`config.mk`:
```
export PLATFORM = sky130hd
export DESIGN_NAME = bk_pipe_addsub
export DESIGN_NICKNAME = d
export VERILOG_FILES = /design/src/rtl/bk_pipe_addsub.sv
export SDC_FILE = /design/constraint.sdc
export NUM_CORES = 1
export LEC_CHECK = 0
export ABC_AREA = 0
export CAP_MARGIN = 20
export CORE_AREA = 2 2 113 143
export CTS_CLUSTER_SIZE = 12
export DETAILED_ROUTE_END_ITERATION = 6
export DIE_AREA = 0 0 115 145
export PLACE_DENSITY = 0.65
export SETUP_SLACK_MARGIN = 0.15
export SYNTH_ARGS = -nofsm -noshare
export SYNTH_HDL_FRONTEND = slang
export SYNTH_SLANG_ARGS = --single-unit
```
`constraint.sdc`:
```
create_clock -name clk -period 2.5 [get_ports clk]
set_input_delay 0.5 -clock clk [delete_from_list [all_inputs] [get_ports clk]]
set_output_delay 0.5 -clock clk [all_outputs]
set_load 0.005 [all_outputs]
```
`src/rtl/bk_pipe_addsub.sv`:
```
// ---------------------------------------------------------------------------
// bk_pipe_addsub
//   Pipelined adder/subtractor. The carry network is a Brent-Kung parallel
//   prefix: the up-sweep is evaluated in front of the stage-1 register and the
//   down-sweep, sum XOR and flags are evaluated behind it. An optional output
//   register stage follows. Every stage has a valid bit and a ready/valid
//   handshake on both sides. A stage advances when it is empty or when the
//   stage downstream of it advances.
//
// Parameters
//   WIDTH   : operand width (8, 16, 32 or 64)
//   REG_OUT : 1 = registered output stage (latency 2), 0 = none (latency 1)
//
// Ports
//   clk       in   rising-edge clock
//   rst_n     in   asynchronous active-low reset
//   in_valid  in   operand beat valid
//   in_ready  out  a beat is accepted this cycle (combinational from out_ready)
//   a, b      in   operands, WIDTH bits
//   cin       in   carry-in, only used for op=2'b10
//   op        in   00 add, 01 a-b, 10 add with cin, 11 treated as add
//   out_valid out  result beat valid
//   out_ready in   downstream accepts the result
//   sum       out  result, WIDTH bits
//   cout      out  carry out of bit WIDTH-1 (subtract: 1 = no borrow)
//   ovf       out  two's-complement signed overflow
//   zero      out  sum is all zeros
// ---------------------------------------------------------------------------
module bk_pipe_addsub #(
  parameter int WIDTH   = 32,
  parameter int REG_OUT = 1
) (
  input  logic             clk,
  input  logic             rst_n,
  input  logic             in_valid,
  output logic             in_ready,
  input  logic [WIDTH-1:0] a,
  input  logic [WIDTH-1:0] b,
  input  logic             cin,
  input  logic [1:0]       op,
  output logic             out_valid,
  input  logic             out_ready,
  output logic [WIDTH-1:0] sum,
  output logic             cout,
  output logic             ovf,
  output logic             zero
);

  localparam int LG = $clog2(WIDTH);

  // -------------------------------------------------------------------------
  // Operand conditioning: subtract is a + ~b + 1.
  // -------------------------------------------------------------------------
  logic [WIDTH-1:0] b_eff;
  logic             cin_eff;

  always_comb begin
    b_eff   = b;
    cin_eff = 1'b0;
    case (op)
      2'b01: begin
        b_eff   = ~b;
        cin_eff = 1'b1;
      end
      2'b10: cin_eff = cin;
      default: ;
    endcase
  end

  // -------------------------------------------------------------------------
  // Up-sweep. Level 0 holds bitwise generate/propagate. At level gl, every
  // position whose index+1 is a multiple of 2^gl merges the block 2^(gl-1)
  // below it; all other positions pass through unchanged. After the last
  // level, positions 2^k-1 hold the full prefix [i:0].
  // -------------------------------------------------------------------------
  genvar gl, gi;

  for (gl = 0; gl <= LG; gl++) begin : g_up
    logic [WIDTH-1:0] grp_g;
    logic [WIDTH-1:0] grp_p;
    if (gl == 0) begin : g_bitwise
      assign grp_g = a & b_eff;
      assign grp_p = a ^ b_eff;
    end else begin : g_level
      for (gi = 0; gi < WIDTH; gi++) begin : g_bit
        if (((gi + 1) % (1 << gl)) == 0) begin : g_merge
          assign grp_g[gi] = g_up[gl-1].grp_g[gi]
                           | (g_up[gl-1].grp_p[gi] & g_up[gl-1].grp_g[gi - (1 << (gl - 1))]);
          assign grp_p[gi] = g_up[gl-1].grp_p[gi] & g_up[gl-1].grp_p[gi - (1 << (gl - 1))];
        end else begin : g_pass
          assign grp_g[gi] = g_up[gl-1].grp_g[gi];
          assign grp_p[gi] = g_up[gl-1].grp_p[gi];
        end
      end
    end
  end

  // -------------------------------------------------------------------------
  // Stage 1 registers
  // -------------------------------------------------------------------------
  logic             s1_valid_q, s1_valid_d;
  logic [WIDTH-1:0] s1_p_q, s1_p_d;     // bitwise propagate, needed for the sum XOR
  logic [WIDTH-1:0] s1_g_q, s1_g_d;     // up-sweep group generate
  logic [WIDTH-1:0] s1_gp_q, s1_gp_d;   // up-sweep group propagate
  logic             s1_cin_q, s1_cin_d;
  logic             s1_sa_q, s1_sa_d;
  logic             s1_sb_q, s1_sb_d;
  logic             s1_adv;
  logic             s1_load;

  assign s1_p_d   = g_up[0].grp_p;
  assign s1_g_d   = g_up[LG].grp_g;
  assign s1_gp_d  = g_up[LG].grp_p;
  assign s1_cin_d = cin_eff;
  assign s1_sa_d  = a[WIDTH-1];
  assign s1_sb_d  = b_eff[WIDTH-1];

  assign in_ready   = s1_adv;
  assign s1_load    = s1_adv & in_valid;
  assign s1_valid_d = s1_adv ? in_valid : s1_valid_q;

  always_ff @(posedge clk or negedge rst_n) begin
    if (!rst_n) begin
      s1_valid_q <= 1'b0;
      s1_p_q     <= '0;
      s1_g_q     <= '0;
      s1_gp_q    <= '0;
      s1_cin_q   <= 1'b0;
      s1_sa_q    <= 1'b0;
      s1_sb_q    <= 1'b0;
    end else begin
      s1_valid_q <= s1_valid_d;
      if (s1_load) begin
        s1_p_q   <= s1_p_d;
        s1_g_q   <= s1_g_d;
        s1_gp_q  <= s1_gp_d;
        s1_cin_q <= s1_cin_d;
        s1_sa_q  <= s1_sa_d;
        s1_sb_q  <= s1_sb_d;
      end
    end
  end

  // -------------------------------------------------------------------------
  // Down-sweep. Level LG is the registered up-sweep result. Going down, at
  // level gl the positions with (i+1) mod 2^(gl+1) == 2^gl (above the first
  // block) combine with the full prefix ending 2^gl below them. Level 0 then
  // holds the full prefix [i:0] at every position.
  // -------------------------------------------------------------------------
  for (gl = 0; gl <= LG; gl++) begin : g_dn
    logic [WIDTH-1:0] grp_g;
    logic [WIDTH-1:0] grp_p;
    if (gl == LG) begin : g_top
      assign grp_g = s1_g_q;
      assign grp_p = s1_gp_q;
    end else begin : g_level
      for (gi = 0; gi < WIDTH; gi++) begin : g_bit
        if ((((gi + 1) % (1 << (gl + 1))) == (1 << gl)) && ((gi + 1) > (1 << (gl + 1)))) begin : g_merge
          assign grp_g[gi] = g_dn[gl+1].grp_g[gi]
                           | (g_dn[gl+1].grp_p[gi] & g_dn[gl+1].grp_g[gi - (1 << gl)]);
          assign grp_p[gi] = g_dn[gl+1].grp_p[gi] & g_dn[gl+1].grp_p[gi - (1 << gl)];
        end else begin : g_pass
          assign grp_g[gi] = g_dn[gl+1].grp_g[gi];
          assign grp_p[gi] = g_dn[gl+1].grp_p[gi];
        end
      end
    end
  end

  // Carry into bit i+1 folds the external carry-in through the prefix [i:0].
  logic [WIDTH:0]   carry;
  logic [WIDTH-1:0] sum_c;
  logic             cout_c, ovf_c, zero_c;

  assign carry  = {g_dn[0].grp_g | (g_dn[0].grp_p & {WIDTH{s1_cin_q}}), s1_cin_q};
  assign sum_c  = s1_p_q ^ carry[WIDTH-1:0];
  assign cout_c = carry[WIDTH];
  assign ovf_c  = (s1_sa_q == s1_sb_q) & (sum_c[WIDTH-1] != s1_sa_q);
  assign zero_c = ~|sum_c;

  // -------------------------------------------------------------------------
  // Output stage
  // -------------------------------------------------------------------------
  if (REG_OUT != 0) begin : g_oreg
    logic             out_valid_q, out_valid_d;
    logic [WIDTH-1:0] sum_q;
    logic             cout_q, ovf_q, zero_q;
    logic             s2_adv;
    logic             s2_load;

    assign s2_adv      = ~out_valid_q | out_ready;
    assign s2_load     = s2_adv & s1_valid_q;
    assign s1_adv      = ~s1_valid_q | s2_adv;
    assign out_valid_d = s2_adv ? s1_valid_q : out_valid_q;

    always_ff @(posedge clk or negedge rst_n) begin
      if (!rst_n) begin
        out_valid_q <= 1'b0;
        sum_q       <= '0;
        cout_q      <= 1'b0;
        ovf_q       <= 1'b0;
        zero_q      <= 1'b0;
      end else begin
        out_valid_q <= out_valid_d;
        if (s2_load) begin
          sum_q  <= sum_c;
          cout_q <= cout_c;
          ovf_q  <= ovf_c;
          zero_q <= zero_c;
        end
      end
    end

    assign out_valid = out_valid_q;
    assign sum       = sum_q;
    assign cout      = cout_q;
    assign ovf       = ovf_q;
    assign zero      = zero_q;
  end else begin : g_ocomb
    assign s1_adv    = ~s1_valid_q | out_ready;
    assign out_valid = s1_valid_q;
    assign sum       = sum_c;
    assign cout      = cout_c;
    assign ovf       = ovf_c;
    // Cleared stage-1 registers evaluate to a zero sum; keep the flag low
    // while nothing valid is presented.
    assign zero      = zero_c & s1_valid_q;
  end

endmodule
```
==> flow_summary.yaml <==
detailed_routing:
  drt_iter0_markers: 174
  vias: 4492
  first_pass_iters: 4
  drcViolationCount: 0
  post_drt_via_cell_ratio: 5.09
  ant_nets: 0
  routed_wl_um: 14900
  wire_per_inst_um: 16.9
critical_path:
  crit_cells: 11
  worst_setup_path_end_kind: "flip-flop"
  cp_cell_sequence: "buf_6 > buf_6 > inv_12 > ha_4 > buf_12 > xor2_1 > ha_1 > a21o_1 > a221oi_4 > o221ai_4 > mux2_4"
  regToRegSetupSlack_ps: 250
  critPathBufInv: 4
  critPathMaxStageDelay_ps: 340
  worst_setup_path_start_kind: "input pin"
  reg2reg_from: "s1_cin_q"
  cp.required_ps: 2800
  worst_r2r_endpoint: "zero"
  cp-endpoint: "g_dn[4].grp_g[15]"
  r2r_cells: 8
  crit_top_cell: "buf_6"
  cp_top_family: "compound AO/OA/AOI/OAI gates"
  critPathMaxFanout: 7
  cp_slowest_cell: "a221oi_4"
  arrival_ps: 2620
  critPathKind: "input pin to flip-flop"
  crit_start: "op[1]"
place:
  dpl.hpwl_um: 11000
  place.port_buffers: 107
  dp_slack_ps: -725
  place_congestion: 0.836
floorplan:
  row_count: 51
  io_pins: 108
  die_width_um: 115
  start_util_pct: 39.4
  die_area_um2: 16700
  core_area_um2: 15300
  die_h_um: 145
synthesis:
  yosysWarnings: 0
  yosys.area_share.simple_pct: 8.31
  synth_top_family_by_area: "multiplexers"
  avgSynthCellArea_um2: 11.4
  syn_inst: 530
  synth.top_cell.area_share_pct: 49.7
  ys_seq_area_share_pct: 49.7
  ys_seq_elements: 120
  ys_types: 45
  synth_adder_area_share_pct: 7.25
  synth_area_leaders: "dfrtp_1 50%, mux2_2 12%, ha_1 7.3%, xor2_1 7.1%, o21ai_0 4.1%"
  syn_area_um2: 6040
  synth.area.mux_share_pct: 12.7
  synth_xor_area_share_pct: 8.85
  yosysTopAreaCell: "dfrtp_1"
  synth_compound_area_share_pct: 11.4
  synth_nets: 636
clock_tree:
  cts_made_buffers: 17
  tritoncts: "yes"
  clock_latency_ps: 420
  path_clk_slew_ps: 50
  root_buffer: "clkbuf_16"
  clockBufferDepth: 2
  cts_sinks: 120
  cts_max_level: 4
power_and_ir_drop:
  seq_power_share_pct: 36.7
  clockPowerShare_pct: 33.2
  power_switching_w: 0.00217
  combPwrFrac_pct: 30.1
  switching_share_pct: 28.6
  power_per_cell_area_nw_per_um2: 892
  power_leakage_nw: 3.88
  irDropWorstVdd_uv: 474
  p_int_w: 0.00543
timing:
  fin_crit_ps: 2320
  grt_setup_unrepaired: "yes"
  worst_slew_pin_slew_ps: 568
  finalSetupTns_ps: 0
  setup_violations: 0
  slew_headroom_pct: 62.1
  fmax_mhz: 431
  fin_crit_sh_pct: 92.8
  slew_violations: 0
  fin_ws_ps: 180
  hold_viol: 0
  fin_skew_ps: 6.63
  hold_ws_ps: 31.1
finish:
  drive_gt1_share_pct: 25.4
  syn_to_final_growth_pct: 41.0
  fillers: 1326
  utilization_pct: 55.6
  fin_nets: 792
  num_antenna_cells: 0
flow_run:
  drv_cap: 0
worst_hold_path:
  hp-class: "input pin to async pin"
grt:
  use_met1_pct: 22.8
  grt_util_met2_pct: 32.4
  grt_max_degree: 70
  grt_util_met3_pct: 5.01
  top_usage_layer: "met2"
  grt_overflow_total: 0
  track_usage_pct: 18.9
  grt_pass1_wl_um: 24300
  grt_antenna_before_repair: 0
  grt_pass1_vias: 4841
run_status:
  status: "complete, no violations"
## worst min-delay path by stage
| stage | depth (start not counted) | slack, ps | to |
|---|---|---|---|
| finish | 1 | 30 | g_dn[4].grp_g[20] |
| global route | 1 | 60 | g_dn[4].grp_g[20] |
| CTS | 1 | 50 | out_valid |
| detailed placement | 1 | 470 | sum[24] |
| global placement | 1 | 460 | sum[24] |
| floorplan | 0 | 200 | cout |
## cell usage in the layout, fill, tap and decap left out, drive strengths merged, types with 4 or more instances in the layout
cell type	instances
o21ai	50
a21oi	25
a21o	20
mux2	67
nand4	9
nor2	11
buf	54
clkbuf	24
ha	35
xnor2	12
inv	4
nand2	63
clkdlybuf4s50	104
dfrtp	120
xor2	49
## area by class of cell
type,instances,area (um^2),area share (%)
clock inverter,7,115,1.35
clock buffer,24,502,5.89
tap,185,231,2.72
multi-input combinational,384,3050,35.8
timing repair buffer,159,1590,18.7
sequential,120,3000,35.3
inverter,4,27.5,0.323
## Yosys cell counts
library cell and instances:
a31o_4 1, o41ai_1 1, nand2_1 63, a211o_1 3
nand4bb_1 1, o21ai_0 50, a211oi_1 1, ha_1 35
nand3_1 2, and4b_1 1, and4_1 1, a31o_2 1
a21o_1 20, a21oi_1 24, nand2b_1 3, dfrtp_1 120
buf_1 5, and2_1 2, nand3b_1 1, nor3_2 1
a21oi_2 1, or2_2 3, and4bb_2 1, nand4b_1 1
a221oi_1 1, nor2_1 11, nor4bb_1 1, a311oi_1 1
xor2_1 49, clkbuf_1 13, nor2b_1 3, mux2_2 67
o21bai_1 1, o221ai_1 1, a22o_1 1, buf_2 3
inv_1 4, o211ai_1 1, nor3_1 2, mux2i_1 1
nand4_1 9, a31oi_1 3, o31ai_1 3, buf_6 1
xnor2_1 12
## logic make-up after synthesis
family / after synthesis
xor+xnor: 61
flops: 120
buf+inv: 26
compound gates: 114
simple gates: 106
fa+ha+maj: 35
mux: 68
## metal layers
metal	routed length (um)	vias up
li1	-	2193
met1	6180	2168
met2	7760	100
met3	578	31
met4	378	0
met5	0	-
## registers in the layout, indices dropped and copies added, names as in the netlist
name and count:
cout 1, g_dn.grp_g 32, g_dn.grp_p 16, out_valid 1, ovf 1, s1_cin_q 1, s1_p_q 32, s1_sa_q 1
s1_sb_q 1, s1_valid_q 1, sum 32, zero 1
## power groups by stage
stage               clock network (W)  logic (W)  registers, W
floorplan                           0    0.00110       0.00275
global route                  0.00266    0.00251       0.00286
global placement                    0    0.00217       0.00280
CTS                           0.00256    0.00228       0.00279
detailed placement                  0    0.00221       0.00282
finish                        0.00252    0.00229       0.00279
## through the flow
stage / total power, W / cell area (um^2) / instances
after floorplan: 0.00385 / 6100 / 530
after global placement: 0.00497 / 7680 / 843
final: 0.00760 / 8520 / 883
after detailed placement: 0.00504 / 7680 / 843
after global routing: 0.00803 / 8520 / 883
after CTS: 0.00763 / 8440 / 881
## timing repair
action                                  CTS  global route
gates cloned                              2             0
endpoints found under the setup margin    6             6
pin swaps                                17            15
endpoints found under the hold margin     0             0
gates resized for setup                  23            10
setup buffers                             5             2
hold buffers                              0             0
Power figures use the tool's default switching activity.
